--- src/rtl/sha256_pkg.sv ---
// Shared types and sizing for the SHA-256 host sequencer.
package sha256_pkg;
  localparam int WORDS_IN  = 16;
  localparam int WORDS_OUT = 8;
  localparam int WORD_W    = 32;
  localparam int IDX_W     = 4;

  typedef enum logic [2:0] {
    IDLE, FILL, LOAD, WAIT, READ, DONE, ERR
  } state_t;
endpackage

--- src/rtl/sha256_msg_buf.sv ---
// 16x32 message store: one synchronous write port, one asynchronous read port.
module sha256_msg_buf
  import sha256_pkg::*;
(
  input  logic              clk,
  input  logic              we,
  input  logic [IDX_W-1:0]  waddr,
  input  logic [WORD_W-1:0] wdata,
  input  logic [IDX_W-1:0]  raddr,
  output logic [WORD_W-1:0] rdata
);
  logic [WORD_W-1:0] mem [WORDS_IN];

  always_ff @(posedge clk) begin
    if (we) mem[waddr] <= wdata;
  end

  // Combinational read so word 0 is on the bus in the first LOAD cycle.
  assign rdata = mem[raddr];
endmodule

--- src/rtl/sha256_host.sv ---
// Host-side sequencer: buffers a 512-bit block, loads it into the hash core,
// waits for end-of-conversion and reads back the 256-bit digest.
//   state | meaning
//   IDLE  | waiting for start
//   FILL  | accepting 16 message words
//   LOAD  | streaming 16 words to the core with sha_soc/sha_doe
//   WAIT  | sha_soc held, waiting for sha_eoc or timeout
//   READ  | reading 8 digest words with sha_rd
//   DONE  | one-cycle digest_valid
//   ERR   | one-cycle err after timeout
module sha256_host
  import sha256_pkg::*;
#(
  parameter int TIMEOUT = 255
) (
  input  logic              clk,
  input  logic              rst_n,
  input  logic              start,
  input  logic              msg_valid,
  input  logic [WORD_W-1:0] msg_data,
  output logic              msg_ready,
  output logic [255:0]      digest,
  output logic              digest_valid,
  output logic              busy,
  output logic              err,
  output logic              sha_soc,
  output logic              sha_rd,
  input  logic              sha_eoc,
  output logic [WORD_W-1:0] sha_dout,
  output logic              sha_doe,
  input  logic [WORD_W-1:0] sha_din
);
  localparam int CW = $clog2(TIMEOUT + 1);
  localparam logic [IDX_W-1:0] IDX_ONE  = IDX_W'(1);
  localparam logic [IDX_W-1:0] LAST_IN  = IDX_W'(WORDS_IN - 1);
  localparam logic [IDX_W-1:0] LAST_OUT = IDX_W'(WORDS_OUT - 1);

  state_t state_q, state_d;
  logic [IDX_W-1:0] cnt;
  logic [CW-1:0] wait_cnt;
  logic [WORDS_OUT-1:0][WORD_W-1:0] dig_q;
  logic [WORD_W-1:0] buf_rdata;
  logic buf_we;

  assign buf_we = (state_q == FILL) && msg_valid;
  assign digest = dig_q;

  sha256_msg_buf u_buf (
    .clk   (clk),
    .we    (buf_we),
    .waddr (cnt),
    .wdata (msg_data),
    .raddr (cnt),
    .rdata (buf_rdata)
  );

  always_ff @(posedge clk) begin
    if (!rst_n) begin
      state_q  <= IDLE;
      cnt      <= '0;
      wait_cnt <= '0;
      dig_q    <= '0;
    end else begin
      state_q  <= state_d;
      wait_cnt <= (state_q == WAIT && state_d == WAIT) ? wait_cnt + CW'(1) : '0;
      case (state_q)
        FILL: if (msg_valid) cnt <= (cnt == LAST_IN) ? '0 : cnt + IDX_ONE;
        LOAD: cnt <= (cnt == LAST_IN) ? '0 : cnt + IDX_ONE;
        READ: begin
          // digest word 0 lives in the top bits
          dig_q[3'(WORDS_OUT - 1) - cnt[2:0]] <= sha_din;
          cnt <= (cnt == LAST_OUT) ? '0 : cnt + IDX_ONE;
        end
        default: cnt <= '0;
      endcase
    end
  end

  always_comb begin
    state_d      = state_q;
    msg_ready    = 1'b0;
    busy         = 1'b1;
    sha_soc      = 1'b0;
    sha_rd       = 1'b0;
    sha_doe      = 1'b0;
    sha_dout     = '0;
    digest_valid = 1'b0;
    err          = 1'b0;
    case (state_q)
      IDLE: begin
        busy = 1'b0;
        if (start) state_d = FILL;
      end
      FILL: begin
        msg_ready = 1'b1;
        if (msg_valid && cnt == LAST_IN) state_d = LOAD;
      end
      LOAD: begin
        sha_soc  = 1'b1;
        sha_doe  = 1'b1;
        sha_dout = buf_rdata;
        if (cnt == LAST_IN) state_d = WAIT;
      end
      WAIT: begin
        sha_soc = 1'b1;
        if (sha_eoc) state_d = READ;
        else if (wait_cnt == CW'(TIMEOUT)) state_d = ERR;
      end
      READ: begin
        sha_soc = 1'b1;
        sha_rd  = 1'b1;
        if (cnt == LAST_OUT) state_d = DONE;
      end
      DONE: begin
        digest_valid = 1'b1;
        state_d      = IDLE;
      end
      ERR: begin
        err     = 1'b1;
        state_d = IDLE;
      end
      default: state_d = IDLE;
    endcase
  end
endmodule

--- config.mk ---
export PLATFORM = sky130hd
export DESIGN_NAME = sha256_host
export DESIGN_NICKNAME = d
export VERILOG_FILES = /design/src/rtl/sha256_pkg.sv /design/src/rtl/sha256_msg_buf.sv /design/src/rtl/sha256_host.sv
export SDC_FILE = /design/constraint.sdc
export NUM_CORES = 1
export LEC_CHECK = 0
export ABC_AREA = 1
export ABC_CLOCK_PERIOD_IN_PS = 5100
export BUFFER_PORTS_ARGS = -buffer_cell sky130_fd_sc_hd__buf_2
export CAP_MARGIN = 10
export CORE_ASPECT_RATIO = 0.9
export CORE_MARGIN = 2
export CORE_UTILIZATION = 50
export CTS_CLUSTER_DIAMETER = 120
export CTS_CLUSTER_SIZE = 10
export DETAILED_ROUTE_END_ITERATION = 6
export PLACE_DENSITY = 0.7
export SKIP_CTS_REPAIR_TIMING = 1
export SLEW_MARGIN = 10
export SYNTH_ARGS = -nofsm -noshare
export SYNTH_HDL_FRONTEND = slang
export SYNTH_SLANG_ARGS = --single-unit
--- constraint.sdc ---
create_clock -name clk -period 5.1 [get_ports clk]
set_clock_uncertainty 0.05 [all_clocks]
set_input_delay 1.02 -clock clk [delete_from_list [all_inputs] [get_ports clk]]
set_output_delay 1.02 -clock clk [all_outputs]
set_load 0.02 [all_outputs]
; ---- Word-level counts from Yosys, hierarchy flattened
; Memory sizes are Yosys's and may differ from the RTL's. A register that Yosys moved wholly into a read port is not among the register bits.
; Cells that the tools add are included.
[totals]
output_inout_bits = 295
memories = 1
input_bits = 69
ram_bits = 512
wordCells = 61
ff_bits = 271
[op_classes]
addsub = 3
n_mux = 26
n_reduce_logical = 7
n_eq_ne = 11
n_lt_le_gt_ge = 2
[memory_table]
columns = name, words, width, rd, rd_ports_with_merged_regs, wr, line
row1 = u_buf.mem, 16, 32, 1, 1, 1, sha256_msg_buf.sv:12  ; logic [WORD_W-1:0] mem [WORDS_IN];
[op_table]
columns = op, count
row1 = bitwise mux 256 bit, 1
row2 = demux 32 bit (select 3 bit), 1
row3 = two-way mux 32 bit, 2
row4 = two-way mux 4 bit, 5
row5 = two-way mux 3 bit, 6
row6 = one-hot mux 3 bit (5 select lines), 1
row7 = one-hot mux 4 bit (3 select lines), 1
row8 = == test 3 x 2 -> 1 bit (second input constant), 3
row9 = == test 3 bit (second input constant), 3
row10 = two-way mux 1 bit, 9
row11 = adder 8 x 1 -> 8 bit (second input constant), 1
row12 = == test 8 bit (second input constant), 1
row13 = adder 4 x 1 -> 4 bit (second input constant), 1
row14 = == test 4 x 3 -> 1 bit (second input constant), 1
row15 = == test 4 bit (second input constant), 1
row16 = logical AND 1 bit, 4
row17 = less-than comparator 3 x 4 -> 1 bit (second input constant), 1
row18 = == test 3 x 1 -> 1 bit (second input constant), 1
row19 = >= comparator 3 x 1 -> 1 bit (second input constant), 1
row20 = logical NOT 3 bit, 1
row21 = OR reduction 3 bit, 1
row22 = subtractor 3 bit (first input constant), 1
row23 = != test 2 bit (second input constant), 1
row24 = AND reduction 2 bit, 1

; ---- Longest topological paths before layout
; Gate-level depths: netlist (run 1).
[logic_depth]
ltp_word = 7
mapped_depth = 10
depth_no_buf = 8

; ---- By module
; From an unflattened synthesis (run 1), not the netlist that was laid out.
[unflattened]
cells_unflattened = 3389
hier_area_um2 = 31945.6
[by_module_without_submodules]
columns = module, area_each_um2, cells_each, instances, seq_area_each_um2
row1 = sha256_msg_buf, 22089.9, 2088, 1, 15374.7
row2 = sha256_host, 9855.7, 1301, 1, 5425.2

; ---- Worst setup path after synthesis (run 1)
; OpenSTA, ideal clock, no wires.
[synth_timing]
path_type = in2reg
start = input msg_valid
end = memory u_buf.mem[3][0], enable pin
t_arrival_ns = 3.321
path_stages = 2
setup_slack_ns = 1.268
required_time_ns = 4.589
setup_ns = 0.461
path_buffers = 0
path_cell_list = nand2_1 -> nor3_1
[synth_via]
elab_chain_len = 3
[synth_rtl]
columns = item, line
row1 = start: declaration, sha256_host.sv:19  ; input logic msg_valid,
row2 = logical AND 1 bit, sha256_host.sv:45  ; assign buf_we = (state_q == FILL) && msg_valid;
row3 = two-way mux 1 bit, sha256_msg_buf.sv:15  ; if (we) mem[waddr] <= wdata;
row4 = two-way mux 1 bit (not written as such), sha256_msg_buf.sv:15
row5 = end: declaration, sha256_msg_buf.sv:12
; Every way passes these cells.

==> results.md, run 1 <==
* Setup crit end kind: output port
* Crit Path Class: reg2out
* Metal3 WL at 7990 um
* Outcome: complete, no violations
* Drt first-iter violations at 2167
* Top delay family on crit path: buffers and inverters
* Clock Tree Root: clkbuf_16
* Area occupied by multi-input gates at 8600 um^2
* Share of layout cells above drive strength 1 at 15.1%
* Routed WL at 88200 um
* Fin crit share at 86.6%
* Syn. warnings at 0
* Worst rel slew slack at 28.9%
* Sequential cell area fraction in the yosys report at 66.3%
* Asr flop ratio synth at 0%
* Die width at 269 um
* Hold crit path type: reg2reg
* Crit path arrival time at 3.35 ns
* Routability cong. at 0.886
* First-pass GRT wire length at 133000 um
* Pwr/cell area at 355 nW/um^2
* Reg2reg start: state_q[2]
* Fmax at 226 MHz
* Die area at 65000 um^2
* PortBufs at 363
* # DRC at 0
* Syn Std Cell Area at 31500 um^2
* Wire length on met1 at 37000 um
* Pleak at 16.1 nW
* Remaining antenna violation count at 0
* Setup WS pre-CTS at 1.44 ns
* TritonRoute pass-1 iters at 5
* Worst Path Required at 4.03 ns
* Cells traversed along the worst timing path: buf_4 -> nand2_1 -> nand2_1 -> nand2_1 -> nand3_1 -> nand3_1 -> a21oi_1 -> buf_2
* Hold EP: wait_cnt[0]
* Synth unique cells at 26
* Post-Synthesis Cells at 3295
* WHS Path Cells at 1
* Area Overhead vs Synth at 14.8%
* Max FO, Critical Path at 90
* Vias per inst at 5.29
* Vias in the first global route at 22200
* Critical R2R Capture: u_buf.mem[14][5]
* WP buf/inv at 2
* Clock transition at the registers of the reported paths at 0.06 ns
* Cell Rows at 87
* IO Count at 364
* Average cell area after synthesis at 9.56 um^2
* Actual slew at the worst max-slew pin at 1.07 ns
* Sink Count at 787
* Hold_sp: wait_cnt[0]
* Hold Violations, Final at 0
* Worst vdd ir at 0.000265 V
* Clk_lat worst skew at 0.63 ns
* Nets at 3644
* Register area at 20900 um^2
* Final min period at 4.42 ns
* Total gr overflow at 0
* Setup crit start kind: flip-flop
* Core Util, Final at 57.9%
* Slew Viols, Final at 0
* WL per Instance at 19.8 um
* Largest net degree at the start of global routing at 132
* Via count at 23500
* Post-synth EDFFs at 512
* Antenna violations before repair at 6
* Htree depth at 3
* Starting Density at 50.4%
* CTS Buf Count at 88
* Seq cells post-synth at 787
* Die height at 242 um
* Met2 wire length at 39800 um
* Slowest CP cell: buf_4
* Setup_tns at 0 ns
* Prevailing post-synth register cell: edfxtp_1
* Setup slack, reg-to-reg at 1.95 ns
* Core area at 62500 um^2
* Max layer used: met5
* HPWL after DPL at 51600 um
* CTS max path bufs at 3
* Final Setup Violations at 0
* CTS tree: yes
* Worst-case reg-to-reg path depth at 8
* Maximum Capacitance Violations at 0
* RSZ-0062 raised after global routing: false
* Most used cell, CP: nand2_1
* Worst path max stage delay at 0.83 ns
* Fillers at 5300
* GRT Total Usage at 26.9%
* Net Count, Synth at 3369
* Final Worst Setup Slack at 0.682 ns
synth_stat cells (7+ instances only):
master / number / area, um^2
inv_2: 11 / 41.3
inv_1: 278 / 1040
nor2_1: 545 / 2050
buf_6: 9 / 101
buf_2: 122 / 611
nand3_1: 328 / 1640
o21ai_0: 222 / 1110
nand2_1: 798 / 3000
buf_1: 23 / 86.3
nor2_4: 8 / 90.1
o21ai_1: 41 / 205
edfxtp_1: 512 / 15400
clkbuf_1: 57 / 214
a21oi_1: 36 / 180
nor3_1: 7 / 35.0
dfxtp_1: 275 / 5510
power by group:
part / switching, mW / total, mW / internal [mW]
Combinational: 0.397 / 0.525 / 0.128
Sequential: 0.0187 / 6.82 / 6.80
Clock: 2.40 / 5.51 / 3.11
how the worst max path moves through the flow:
stage	end	cells after the start	slack [ns]	startpoint
finish	sha_dout[0]	8	0.68	flip-flop
global route	sha_dout[0]	8	0.55	flip-flop
CTS	sha_dout[0]	8	0.77	flip-flop
detailed placement	sha_dout[0]	8	1.44	flip-flop
global placement	sha_dout[0]	8	1.44	flip-flop
floorplan	u_buf.mem[3][0]	2	1.27	msg_valid
flip-flops by register name (all words and copies together), names as in the netlist, named ones only:
register   count
u_buf.mem    512
digest       256
wait_cnt       8
cnt            4
state_q        3
cells in the final DEF, fill, tap and decap left out, types with 21 or more instances in the layout:
cell,instances
o21ai_0,222
nand3_1,327
dfxtp_1,271
buf_4,37
inv_1,276
nand2_1,798
a21oi_1,36
nor2_1,532
nor2_4,21
o21ai_1,41
buf_2,362
edfxtp_1,512
clkbuf_16,88
clkbuf_1,22
logic make-up after synthesis:
family / count (synthesis) / synth area share, %
AOI/OAI and AO/OA: 299 / 4.75
xor gates and xnor gates: 6 / 0.167
adders and majority gates: 5 / 0.199
buffers and inverters: 507 / 6.83
DFF: 787 / 66.3
and+or+nand+nor: 1691 / 21.8
final cells by class:
cell class                 count  area share (%)
antenna                        2          0.0138
clock buffer                 110            6.32
clock inverter                 7           0.253
inverter                     290            3.05
multi-input combinational   2001            23.8
sequential                   787            57.8
tap                          845            2.92
timing repair buffer         402            5.92
metal layers:
metal  vias up  global-route usage, %
met5         -                      0
met2      1078                   40.9
met3       201                   5.96
met4         8                   10.8
met1     11100                   37.4
li1      11200                      -
stage by stage:
step / std cells / instance area (um^2) / hold slack, ns / power (mW)
global placement: 4325 / 33800 / 0.383 / 7.46
CTS: 4442 / 36200 / 0.402 / 12.9
floorplan: 3295 / 31500 / 0.368 / 7.29
finish: 4444 / 36200 / 0.398 / 12.9
detailed placement: 4325 / 33800 / 0.393 / 7.47
global route: 4443 / 36200 / 0.419 / 13.2
No activity file was read; power rests on OpenSTA's default activity.
==> run 2: changes to the inputs <==
--- a/config.mk
+++ b/config.mk
@@ -17,5 +17,4 @@
 export DETAILED_ROUTE_END_ITERATION = 6
 export PLACE_DENSITY = 0.7
-export SKIP_CTS_REPAIR_TIMING = 1
 export SLEW_MARGIN = 10
 export SYNTH_ARGS = -nofsm -noshare
--- a/constraint.sdc
+++ b/constraint.sdc
@@ -3,3 +3,3 @@
 set_input_delay 1.02 -clock clk [delete_from_list [all_inputs] [get_ports clk]]
 set_output_delay 1.02 -clock clk [all_outputs]
-set_load 0.02 [all_outputs]
+set_load 0.05 [all_outputs]
==> results.md, run 2 (synthesis gave the netlist of run 1 again) <==
* Post-cts sizing count at 0
* Starting Density at 50.4%
* Pleak at 16.1 nW
* Clock transition at the registers of the reported paths at 0.05 ns
* Reg2reg start: state_q[2]
* Setup crit start kind: flip-flop
* Vias in the first global route at 22500
* Maximum Capacitance Violations at 0
* Commonest non-fill, non-tap cell in the layout: nand2_1
* Cell Rows at 87
* Most Crowded Layer GR: met2
* Slew Viols, Final at 0
* GRT Total Usage at 27.2%
* Fin crit share at 86.4%
* Most used cell, CP: nand3_1
* Clk_lat worst skew at 0.64 ns
* Max FO, Critical Path at 82
* Hold crit path type: reg2reg
* Worst rel slew slack at 25.8%
* Antenna violations before repair at 10
* IO Count at 364
* Routed WL at 89000 um
* Routability cong. at 0.896
* Max FFs per register at 512
* Total Power at 12.9 mW
* Hold_sp: wait_cnt[0]
* Core area at 62500 um^2
* Pwr/cell area at 357 nW/um^2
* # hold bufs at CTS at 0
* Sink Count at 787
* Share of layout cells above drive strength 1 at 15.0%
* Register name with the most flops: u_buf.mem
* Area Overhead vs Synth at 14.9%
* Fmax at 227 MHz
* Clock Tree Root: clkbuf_16
* Drt first-iter violations at 2244
* Die height at 242 um
* Die area at 65000 um^2
* Final min period at 4.41 ns
* Global Route met3 Usage at 6.70%
* Actual slew at the worst max-slew pin at 1.11 ns
* DP Cell Count at 4321
* HPWL after DPL at 50900 um
* Setup slack, reg-to-reg at 2.01 ns
* First-pass GRT wire length at 135000 um
* Setup WS pre-CTS at 1.29 ns
* RSZ-0062 raised after global routing: false
* Vias per inst at 5.32
* GR met1 Demand/Resource at 37.6%
* Top delay family on crit path: buffers and inverters
* Remaining antenna violation count at 0
* Crit path arrival time at 3.34 ns
* Hold Violations, Final at 0
* Non-filler cells, final at 4451
* Min Hold Slack at 0.412 ns
* PortBufs at 363
* Cells traversed along the worst timing path: inv_4 -> buf_4 -> nand3_1 -> nand3_1 -> nand3_1 -> a21oi_1 -> buf_2
* Setup crit end kind: output port
* Worst path max stage delay at 0.64 ns
* Post-route cell area at 36200 um^2
* WL per Instance at 20.0 um
* CTS tree: yes
* Met2 Use GR at 41.3%
* Final Worst Setup Slack at 0.693 ns
* Outcome: complete, no violations
* Crit Path Class: reg2out
* Htree depth at 3
* CTS max path bufs at 3
* Core Util, Final at 57.9%
* WP buf/inv at 3
* # DRC at 0
* Post-CTS setup buffer count at 0
* Most frequent cells in the layout: nand2_1 (798), nor2_1 (532), edfxtp_1 (512)
* Total gr overflow at 0
* Via count at 23700
* Die width at 269 um
* Slowest CP cell: dfxtp_4
* TritonRoute pass-1 iters at 5
* Worst Path Required at 4.03 ns
* Worst vdd ir at 0.000222 V
* Setup_tns at 0 ns
* CTS Buf Count at 88
* Largest net degree at the start of global routing at 177
* Placement Cell Area at 33800 um^2
* Final Setup Violations at 0
* Nets at 3640
==> run 2: cell count changes in the layout (fill, tap and decap cells not counted) <==
cell	delta
buf_4	-4
clkbuf_16	+1
clkbuf_1	+8
clkinv_8	-2
diode_2	+3
clkinv_16	+1
==> run 2: final timing paths <==
kind,end,cells past startpoint
min reg2reg,wait_cnt[0],1
max,sha_dout[2],7
min,wait_cnt[0],1
max reg2reg,u_buf.mem[6][20],8
==> run 2: area by class of cell <==
cell class / instances / area [um^2]
tap: 845 / 1060
multi-input combinational: 2001 / 8600
timing repair buffer: 398 / 2110
clock inverter: 6 / 88.8
clock buffer: 119 / 2340
antenna: 5 / 12.5
fill: 5381 / 26300
inverter: 290 / 1100
sequential: 787 / 20900
==> run 2: worst register-to-register path, stage by stage, from the launching register on <==
cell and delay, ns:
dfxtp_1 0.33, inv_1 0.15, nand3_1 0.23, inv_1 0.15, nand2_1 0.17, inv_1 0.14, nand2_1 0.24, nor2_4 0.84
buf_4 0.44
==> run 2: layer usage <==
| layer | wire, um | share of wire (%) | vias to the layer above |
|---|---|---|---|
| met5 | 40 | 0.045 | - |
| met4 | 3550 | 4.0 | 6 |
| met3 | 8070 | 9.1 | 206 |
| met2 | 40400 | 45 | 999 |
| met1 | 36900 | 41 | 11300 |
| li1 | - | - | 11200 |
==> run 2: power by group <==
part | internal (mW) | switching, mW | total [mW]
Sequential | 6.80 | 0.0136 | 6.81
Clock | 3.17 | 2.42 | 5.59
Combinational | 0.131 | 0.403 | 0.534
